## src/rtl/mux4x1_sel_arbiter_if.sv

```systemverilog
// Request/grant bundle between the four requesters and the mux select arbiter.
interface mux4x1_sel_arbiter_if #(
  parameter int unsigned DWELL_W = 4
);
  logic [3:0]         req;
  logic [DWELL_W-1:0] dwell;
  logic [1:0]         sel;
  logic [3:0]         grant;
  logic               sel_valid;

  modport master (output req, output dwell, input sel, input grant, input sel_valid);
  modport slave  (input req, input dwell, output sel, output grant, output sel_valid);
endinterface

```

## src/rtl/mux4x1_sel_arbiter.sv

```systemverilog
// Round-robin arbiter driving the select of a downstream 4:1 mux, with a programmable dwell.
// Optional ARB_GAP_EN inserts a one-cycle idle gap between grants (break-before-make).
module mux4x1_sel_arbiter #(
  parameter int unsigned DWELL_W = 4
) (
  input  logic                 clk,
  input  logic                 rst,
  mux4x1_sel_arbiter_if.slave  bus
);

`ifdef ARB_GAP_EN
  typedef enum logic [1:0] {IDLE, GRANT, GAP} state_t;
`else
  typedef enum logic {IDLE, GRANT} state_t;
`endif

  state_t             state_q, state_d;
  logic [1:0]         sel_q, sel_d;
  logic [3:0]         grant_q, grant_d;
  logic [DWELL_W-1:0] cnt_q, cnt_d;
  logic [1:0]         last_q, last_d;
  logic [DWELL_W-1:0] load;
  logic [2:0]         win;
`ifndef ARB_GAP_EN
  logic [2:0]         win_rr;
`endif

  // Returns {found, channel}; search order is ptr+1, ptr+2, ptr+3, ptr.
  function automatic logic [2:0] pick(input logic [3:0] r, input logic [1:0] ptr);
    logic [2:0] res;
    logic [1:0] ch;
    res = '0;
    for (int unsigned i = 1; i <= 4; i++) begin
      ch = ptr + 2'(i);
      if (!res[2] && r[ch]) res = {1'b1, ch};
    end
    return res;
  endfunction

  assign load = (bus.dwell == '0) ? DWELL_W'(1) : bus.dwell;

  always_comb begin
    state_d = state_q;
    sel_d   = sel_q;
    grant_d = grant_q;
    cnt_d   = cnt_q;
    last_d  = last_q;
    win     = pick(bus.req, last_q);
`ifndef ARB_GAP_EN
    // Back-to-back re-arbitration uses the pointer as it will be after this grant ends.
    win_rr  = pick(bus.req, sel_q);
`endif
    case (state_q)
      IDLE: begin
        if (win[2]) begin
          state_d = GRANT;
          sel_d   = win[1:0];
          grant_d = 4'b0001 << win[1:0];
          cnt_d   = load;
        end
      end
      GRANT: begin
        if (!bus.req[sel_q] || cnt_q == DWELL_W'(1)) begin
          last_d = sel_q;
`ifdef ARB_GAP_EN
          state_d = GAP;
          grant_d = '0;
`else
          if (win_rr[2]) begin
            sel_d   = win_rr[1:0];
            grant_d = 4'b0001 << win_rr[1:0];
            cnt_d   = load;
          end else begin
            state_d = IDLE;
            grant_d = '0;
          end
`endif
        end else begin
          cnt_d = cnt_q - DWELL_W'(1);
        end
      end
`ifdef ARB_GAP_EN
      GAP: begin
        if (win[2]) begin
          state_d = GRANT;
          sel_d   = win[1:0];
          grant_d = 4'b0001 << win[1:0];
          cnt_d   = load;
        end else begin
          state_d = IDLE;
        end
      end
`endif
      default: state_d = IDLE;
    endcase
  end

  always_ff @(posedge clk or posedge rst) begin
    if (rst) begin
      state_q <= IDLE;
      sel_q   <= '0;
      grant_q <= '0;
      cnt_q   <= '0;
      last_q  <= 2'd3;
    end else begin
      state_q <= state_d;
      sel_q   <= sel_d;
      grant_q <= grant_d;
      cnt_q   <= cnt_d;
      last_q  <= last_d;
    end
  end

  assign bus.sel       = sel_q;
  assign bus.grant     = grant_q;
  assign bus.sel_valid = |grant_q;

endmodule
```

## src/flat_wrapper.sv

```systemverilog
// flat-port wrapper written by rule: the top's interface ports become plain ports
module mux4x1_sel_arbiter_flat 
#(
  parameter int unsigned DWELL_W = 4
)
  (clk, rst, bus_req, bus_dwell, bus_sel, bus_grant, bus_sel_valid);
  mux4x1_sel_arbiter_if #(.DWELL_W(DWELL_W)) bus_i ();
  input  logic clk;
  input  logic rst;
  input wire logic [$bits(bus_i.req)-1:0] bus_req;
  input wire logic [$bits(bus_i.dwell)-1:0] bus_dwell;
  output wire logic [$bits(bus_i.sel)-1:0] bus_sel;
  output wire logic [$bits(bus_i.grant)-1:0] bus_grant;
  output wire logic [$bits(bus_i.sel_valid)-1:0] bus_sel_valid;
  assign bus_i.req = bus_req;
  assign bus_i.dwell = bus_dwell;
  assign bus_sel = bus_i.sel;
  assign bus_grant = bus_i.grant;
  assign bus_sel_valid = bus_i.sel_valid;
  mux4x1_sel_arbiter #(.DWELL_W(DWELL_W)) u_core (.clk(clk), .rst(rst), .bus(bus_i));
endmodule
```

## config.mk

```make
export PLATFORM = sky130hd
export DESIGN_NAME = mux4x1_sel_arbiter_flat
export DESIGN_NICKNAME = d
export VERILOG_FILES = /design/src/rtl/mux4x1_sel_arbiter_if.sv /design/src/rtl/mux4x1_sel_arbiter.sv /design/src/flat_wrapper.sv
export SDC_FILE = /design/constraint.sdc
export NUM_CORES = 1
export LEC_CHECK = 0
export CAP_MARGIN = 25
export CELL_PAD_IN_SITES_DETAIL_PLACEMENT = 2
export CELL_PAD_IN_SITES_GLOBAL_PLACEMENT = 2
export CORE_UTILIZATION = 28
export DETAILED_ROUTE_END_ITERATION = 6
export PLACE_DENSITY = 0.72
export SLEW_MARGIN = 20
export SYNTH_ARGS = -nofsm -noshare
export SYNTH_HDL_FRONTEND = slang
export SYNTH_SLANG_ARGS = --single-unit
```

## constraint.sdc

```tcl
create_clock -name clk -period 1.81 [get_ports clk]
set_input_delay 0.4525 -clock clk [delete_from_list [all_inputs] [get_ports clk]]
set_output_delay 0.4525 -clock clk [all_outputs]
set_load 0.01 [all_outputs]
```

# ---- Word-level counts from Yosys, hierarchy flattened
# Cells that the tools add are included.
dict set report word_totals {
  in_bits 10
  regBits 13
  output_inout_bits 7
}
dict set report op_classes {
  reduce_logical 20
  n_lt_le_gt_ge 8
  shifts 2
  n_eq_ne 5
  n_addsub 7
  n_mux 41
  bitwise 1
}
# op n
set op_table {}
lappend op_table {{$mux W4} 7}
lappend op_table {{$lt A2 B3 Y1 const B} 8}
lappend op_table {{$mux W3} 8}
lappend op_table {{$bmux W1 S2} 8}
lappend op_table {{$pmux W4 S2} 2}
lappend op_table {{$mux W1} 11}
lappend op_table {{$add A2 B2 Y2 const B} 4}
lappend op_table {{$shl A1 B2 Y4 const A} 2}
lappend op_table {{$logic_not A1 Y1} 7}
lappend op_table {{$logic_and A1 B1 Y1} 6}
lappend op_table {{$mux W2} 3}
lappend op_table {{$reduce_and A2 Y1} 3}
lappend op_table {{$add A2 B1 Y2 const B} 2}
lappend op_table {{$eq A4 B1 Y1 const B} 1}
lappend op_table {{$logic_not A4 Y1} 1}
lappend op_table {{$ne A2 B2 Y1 const B} 2}
lappend op_table {{$pmux W2 S2} 1}
lappend op_table {{$reduce_or A4 Y1} 1}
lappend op_table {{$sub A4 B1 Y4 const B} 1}
lappend op_table {{$ne A3 B3 Y1 const B} 1}
lappend op_table {{$reduce_and A3 Y1} 1}
lappend op_table {{$ne A2 B1 Y1 const B} 1}
lappend op_table {{$pmux W1 S2} 1}
lappend op_table {{$logic_or A1 B1 Y1} 1}
lappend op_table {{$not A1 Y1} 1}

# ---- Depth between registers and ports, before layout
# Gate-level depths: netlist of the first run.
dict set report depth {
  ltp_word 17
  depth_mapped 8
  mapped_depth_nobuf 7
}

# ---- Worst setup path after synthesis of the first run
# OpenSTA, ideal clock, no wires.
dict set report synth_path {
  path_kind {register -> register}
  startpoint {register u_core.cnt_q[1]}
  endpoint {register u_core.sel_q[0], in the netlist u_core.bus.sel[0]}
  stages_incl_launch_ff 8
  path_slack_ns -0.045
  arrival_ns 1.728
  synth_period_minus_slack_ns 1.855
  n_path_buf 1
  path_cell_list {dfrtp_1 inv_1 ha_1 or3b_2 and3_4 buf_6 nor2_4 mux2_1}
}
dict set report synth_between {
  elab_chain_cells 4
}
# item line_no
set synth_lines {}
lappend synth_lines {{start, declared} mux4x1_sel_arbiter.sv:20} ;# logic [DWELL_W-1:0] cnt_q, cnt_d;
lappend synth_lines {{start signal, assigned} mux4x1_sel_arbiter.sv:109} ;# cnt_q <= cnt_d;
lappend synth_lines {{$eq A4 B1 Y1} mux4x1_sel_arbiter.sv:63} ;# if (!bus.req[sel_q] || cnt_q == DWELL_W'(1)) begin
lappend synth_lines {{$logic_or A1 B1 Y1} mux4x1_sel_arbiter.sv:63}
lappend synth_lines {{$ne A2 B2 Y1 (no line)} --}
lappend synth_lines {{$reduce_and A3 Y1 (no line)} --}
lappend synth_lines {{end signal, assigned} mux4x1_sel_arbiter.sv:107} ;# sel_q <= sel_d;
lappend synth_lines {{end, declared} mux4x1_sel_arbiter.sv:18} ;# logic [1:0] sel_q, sel_d;
# No other way between the ends.
# A chain may end at the register's enable or synchronous reset.

# ---- Final worst setup path of the first run
dict set report layout_path {
  startpoint {register u_core.cnt_q[1]}
  endpoint {register u_core.grant_q[3], in the netlist u_core.bus.grant[3]}
}
dict set report layout_between {
  elab_chain_cells 4
}
# item line_no
set layout_lines {}
lappend layout_lines {{$eq A4 B1 Y1} mux4x1_sel_arbiter.sv:63}
lappend layout_lines {{$logic_or A1 B1 Y1} mux4x1_sel_arbiter.sv:63}
lappend layout_lines {{$ne A2 B2 Y1 (no line)} --}
lappend layout_lines {{$reduce_and A2 Y1 (no line)} --}
lappend layout_lines {{end signal, assigned} mux4x1_sel_arbiter.sv:108} ;# grant_q <= grant_d;
lappend layout_lines {{end, declared} mux4x1_sel_arbiter.sv:19} ;# logic [3:0] grant_q, grant_d;
# No other way between the ends.

==> run metrics, run 1 <==
Max VDD drop 721 uV; Core ar. around 3100 um^2; Die H 59.0 um; Post-Synth Simple-Gate Area 0.246; vias per inst ~5.0; Netlist Area Pre-Place around 910 um^2; total power 0.00217 W; Worst EP required between 1.5 and 2 ns; CTS Buffer Depth 2; io pins 17; Distinct cells, synth 43; Post-synth top flop dfrtp_1; Worst-Margin Slew 0.508 ns; ant diodes 0; layout cells sized above 1 0.382; Remaining Overflow, GRT 0; CP endpoint kind flop; Syn Inst Count 91; Setup-failing EPs final 0; minimum clock period 1.80 ns; EDFF count, synth 0; slew margin rel. 0.661; Starting DRT DRC Count 8; nets@finish 144; Final Wtd Congestion 0.741; LEAKAGE between 0.5 and 0.6 nW; reg2reg setup slack 0.01 ns; post-synth top area share 0.302; Fin. Hold Viols 0; pre-CTS setup slack -0.477 ns; # DRC 0; GRT Overall Usage 0.193; Data arrival, critical path 1.96 ns; worst r2r path cells 6; root buf cell clkbuf_4; Final WS setup 0.0145 ns; r2r endpoint u_core.bus.grant[3]$_DFFE_PP0P_; HPWL Detailed between 2000 and 2500 um; hold_ws 0.503 ns; total CTS buffers 3; Routed WL just under 3000 um; placed cells 167; pin count of the biggest net entering global routing 14; antenna-violating nets left 0; CP Launch Point u_core.cnt_q[1]$_DFFE_PP0P_; maxcap violations 0; reg2reg start u_core.cnt_q[1]$_DFFE_PP0P_; initial antenna violation count 0; row count 20; count of pins over their slew limit 0; fin cells between 150 and 200; fin crit share 0.992; Synth Area in Compound Gates 0.223; mux contribution to synthesized area 0.106; commonest cells in the netlist dfrtp_1 (11), nand2b_1 (7), o21ai_0 (6); top cells by area, synth dfrtp_1 (30%), dfstp_2 (5.8%), nand2b_1 (4.8%), o21ai_0 (3.3%), mux2_4 (3.3%); largest family of logic cells by synthesized area simple AND/OR/NAND/NOR gates; # H-tree levels 1; CTS tree built; P&R area growth vs syn 51.2%; Skew-Pair Late Insertion Delay 0.27 ns; post-layout util 0.448; Warnings, synthesis 0; first-pass GRT wire length just under 5000 um; Die ar. approximately 3500 um^2; post-DR wirelength/cell 16.5 um; Hold WC Path Type in2async; xor and xnor area share after synthesis 0; cts hold-fix bufs 0; Clock transition at path regs 0.08 ns; Async SR Flop Fraction 1.00; startpoint types flop; Pwr per Cell Area between 1500 and 2000 nW/um^2; Setup Crit Path Kind reg2reg; Worst Setup EP u_core.bus.grant[3]$_DFFE_PP0P_; clock skew between 0.002 and 0.003 ns; RSZ-0062 raised after global routing true; CTS Sinks 13; largest area contributor in the netlist dfrtp_1; die width 59.0 um; Adder-Cell Fraction of Synth Area 0.0275; sequential area share after synthesis 0.360; via count 867; Achievable Freq about 560 MHz; DRT Pass-1 Iters 4; count leader, synth dfrtp_1; FF+latch count, synth 13; post-synthesis net count 103; Port Buffers 16; outcome finished clean; vias in the first global route 985; worst-path fanout max 4; Initial Utilization 0.296; Avg Cell Area, Syn between 10 and 15 um^2
==> flip-flops by register name (all words and copies together), names as in the netlist <==
signal,count
u_core.cnt_q,4
u_core.last_q,2
u_core.bus.grant,4
u_core.state_q,1
u_core.bus.sel,2
==> power breakdown <==
group,internal (W),switching [W],leakage [nW]
clock network,0.0000854,0.0000906,0.0150
logic,0.000796,0.000635,0.418
registers,0.000442,0.000124,0.149
==> layout by cell type (no fill, tap or decap), types with 2 or more instances in the layout <==
cell type	count
dlygate4sd2_1	5
inv_1	3
mux2_4	3
nand3_1	3
inv_2	2
a21o_1	2
o32a_1	2
nor2_4	2
nor3_1	2
a31oi_1	2
nor3b_1	2
clkbuf_4	3
dfstp_2	2
clkdlybuf4s50_1	9
nor2_1	3
a21oi_1	4
nand2b_1	7
dfrtp_1	10
nand2_1	3
nor2b_1	3
o21ai_0	5
and3_4	2
o21ai_1	3
mux2_2	2
buf_4	21
==> logic make-up after synthesis <==
family          after synthesis
mux                           7
fa+ha+maj                     2
buf+inv                       7
flops                        13
simple gates                 35
compound gates               27
==> layer usage <==
layer  vias to the layer above  GRT usage  part of all wire
met5                         -          0                 0
met4                         0     0.0272             0.010
met3                         2     0.0480             0.037
met2                        16      0.346              0.52
met1                       431      0.239              0.43
li1                        418          -                 -
==> critical path: stages (launching register included) <==
cell and delay (ns):
dfrtp_1 0.40, inv_2 0.08, ha_4 0.12, or3b_4 0.37, and3_4 0.22, o21bai_4 0.19
mux2_4 0.30
==> per-stage QoR <==
stage	cell area (um^2)	setup TNS, ns
after floorplan	918	0
after global placement	1260	-4.20
after detailed placement	1260	-5.13
after CTS	1330	0
after global routing	1380	-0.159
final	1380	0
==> final cells by class <==
cell class	instances	area [um^2]
repair buffers	38	329
inverters	5	18.8
fillers	338	1700
flip-flops and latches	13	329
well taps	44	55.1
clock buffers	4	26.3
multi-input cells	71	619
==> worst min-delay path by stage <==
| stage | end | start | depth (start not counted) | slack [ns] |
|---|---|---|---|---|
| after floorplan | u_core.bus.grant[0]$_DFFE_PP0P_ | rst | 1 | 0.33 |
| after global placement | u_core.bus.grant[0]$_DFFE_PP0P_ | u_core.bus.grant[0]$_DFFE_PP0P_ | 2 | 0.49 |
| after detailed placement | u_core.bus.grant[2]$_DFFE_PP0P_ | u_core.bus.grant[2]$_DFFE_PP0P_ | 2 | 0.51 |
| after CTS | u_core.bus.grant[0]$_DFFE_PP0P_ | rst | 2 | 0.52 |
| after global routing | u_core.bus.grant[3]$_DFFE_PP0P_ | rst | 2 | 0.55 |
| final | u_core.bus.grant[3]$_DFFE_PP0P_ | rst | 2 | 0.50 |
==> repair_timing <==
action / in CTS / in global routing
buffers inserted: 3 / 1
pin swaps: 1 / 2
resized for setup: 12 / 10
setup endpoints to repair: 15 / 12
Power figures use the tool's default switching activity.
==> run 2, diff against run 1 <==
Settings changed: CTS_CLUSTER_SIZE set to 30.
==> results of run 2 <==
The final DEF is identical to that of run 1; final timing and power are the same.
==> run 3, diff against run 2 <==
Settings changed: CORE_ASPECT_RATIO set to 2, SKIP_CTS_REPAIR_TIMING set to 1.
==> run 3 against run 2 <==
  * The run now ends with setup timing left
  * First-iteration DRC count grew 25%
  * Die area grew 0.40%
  * Largest cell class unchanged
  * Sequential share of layout area grew 0.087 points
  * Final cell count shrank 6.3%
  * Setup slack lost 0.051 ns
  * Routed wire length grew 5.2%
  * Critical path depth grew 1
  * Clock-buffer cell count is the same
  * Total power grew 5.5%
  * Global-route usage shrank 1.2 points
  * Clock skew shrank 0.0013 ns
==> run metrics, run 3 (same netlist as run 1, synthesis figures left out) <==
via count 902; root buf cell clkbuf_8; Data arrival, critical path ~2.0 ns; Worst Hold End u_core.bus.grant[2]$_DFFE_PP0P_; Die H 82.7 um; CTS tree built; # H-tree levels 1; HPWL Detailed 2420 um; # DRC 0; layout cells sized above 1 0.368; worst-path fanout max 5; P_int ~0.0014 W; Seq pwr share 0.246; Fin. Hold Viols 0; CTS Sinks 13; reg2reg start u_core.cnt_q[1]$_DFFE_PP0P_; LEAKAGE approximately 0.63 nW; initial antenna violation count 0; total power 0.00229 W; Clk pwr share 0.113; row count 29; Clock transition at path regs 0.05 ns; minimum clock period 1.85 ns; Comb pwr share 0.641; Core ar. 3120 um^2; GRT Overall Usage 0.181; startpoint types flop; hold_sp u_core.bus.grant[2]$_DFFE_PP0P_; P&R area growth vs syn 50.7%; worst r2r path cells 7; Die ar. between 3000 and 4000 um^2; reg2reg setup slack -0.04 ns; pre-CTS setup slack -0.494 ns; fin crit share 1.02; die width 42.3 um; P_sw 0.000859 W; nets@finish 146; most frequent cells in the layout buf_4 (22), clkdlybuf4s50_1 (10), dfrtp_1 (10); DRT Pass-1 Iters 4; antenna-violating nets left 0; Hold WC Path Type reg2reg; Starting DRT DRC Count 10; Routed WL 3040 um; most common cell after layout, fill and taps aside buf_4; r2r endpoint u_core.bus.sel[0]$_DFFE_PP0P_; post-DR wirelength/cell 18.5 um; io pins 17; Worst-Margin Slew 0.516 ns; Achievable Freq between 500 and 600 MHz; hold path depth 2; CP endpoint kind flop; Max VDD drop about 800 uV; vias in the first global route 1018; Final Wtd Congestion 0.737; outcome finished, violations left; pin count of the biggest net entering global routing 14; maxcap violations 0; Final WS setup -0.0360 ns; Worst EP required 1.94 ns; Skew-Pair Late Insertion Delay between 0.2 and 0.25 ns; Setup-failing EPs final 3; Port Buffers 16; Initial Utilization 0.292; Remaining Overflow, GRT 0; RSZ-0062 raised after global routing true; Pwr per Cell Area between 1500 and 2000 nW/um^2; first-pass GRT wire length between 4000 and 5000 um; failing checks setup timing; CP Launch Point u_core.cnt_q[1]$_DFFE_PP0P_; count of pins over their slew limit 0; Setup Crit Path Kind reg2reg; CTS Buffer Depth 2; switching part of the total power 0.375; total CTS buffers 3; slew margin rel. 0.656; ant diodes 0; clock skew 0.00173 ns; vias per inst 5.50
-- run 3: cell types whose count changed in the layout (fill, tap and decap cells not counted), sizes merged --
cell,previous run,this run
clkbuf,4,5
clkdlybuf4s50,9,10
buf,23,24
dlymetal6s2s,1,5
dlygate4sd2,5,0
-- run 3: metal layers --
| layer | track usage | vias to the layer above | share of wire | wire, um |
|---|---|---|---|---|
| met5 | 0 | - | 0 | 0 |
| met4 | 0.113 | 0 | 0.031 | 95 |
| met3 | 0.0196 | 8 | 0.021 | 65 |
| met2 | 0.388 | 20 | 0.65 | 1980 |
| met1 | 0.145 | 455 | 0.29 | 895 |
| li1 | - | 419 | - | - |
-- run 3: how the worst max path moves through the flow --
stage,slack (ns),to,depth (start not counted)
3_3_place_gp,-0.43,u_core.bus.grant[1]$_DFFE_PP0P_,5
6_report,-0.04,u_core.bus.sel[0]$_DFFE_PP0P_,7
2_1_floorplan,0.01,u_core.bus.sel[0]$_DFFE_PP0P_,5
5_1_grt,-0.07,u_core.cnt_q[0]$_DFFE_PP0P_,7
4_1_cts,-0.32,bus_sel_valid,2
3_5_place_dp,-0.49,u_core.bus.grant[1]$_DFFE_PP0P_,6
-- run 3: metrics by stage --
stage	util	setup TNS, ns	cell area (um^2)	hold WS [ns]	instances
CTS	0.415	-2.35	1300	0.522	160
global placement	0.401	-4.56	1250	0.498	156
detailed placement	0.401	-5.07	1250	0.509	156
global route	0.440	-0.250	1370	0.561	164
finish	0.440	-0.0787	1370	0.510	164
floorplan	-	0	918	0.328	91
-- run 3: critical path, cell delays in order, from the launching register on --
cell	delay [ns]
dfrtp_1	0.39
inv_2	0.09
ha_4	0.12
or3b_4	0.37
and3_4	0.22
buf_12	0.13
nor2_4	0.10
mux2_4	0.31
-- run 3: final cells by class --
class                   count  area (um^2)
clock buffers               4         45.0
fillers                   338         1750
inverters                   5         18.8
multi-input cells          71          577
flip-flops and latches     13          329
well taps                  31         38.8
repair buffers             40          364
-- run 3: power groups by stage --
stage / clock network, W / registers (W) / logic [W]
global placement: 0 / 0.000561 / 0.00127
finish: 0.000259 / 0.000565 / 0.00147
global route: 0.000276 / 0.000586 / 0.00159
detailed placement: 0 / 0.000567 / 0.00132
floorplan: 0 / 0.000586 / 0.000713
CTS: 0.000269 / 0.000564 / 0.00133
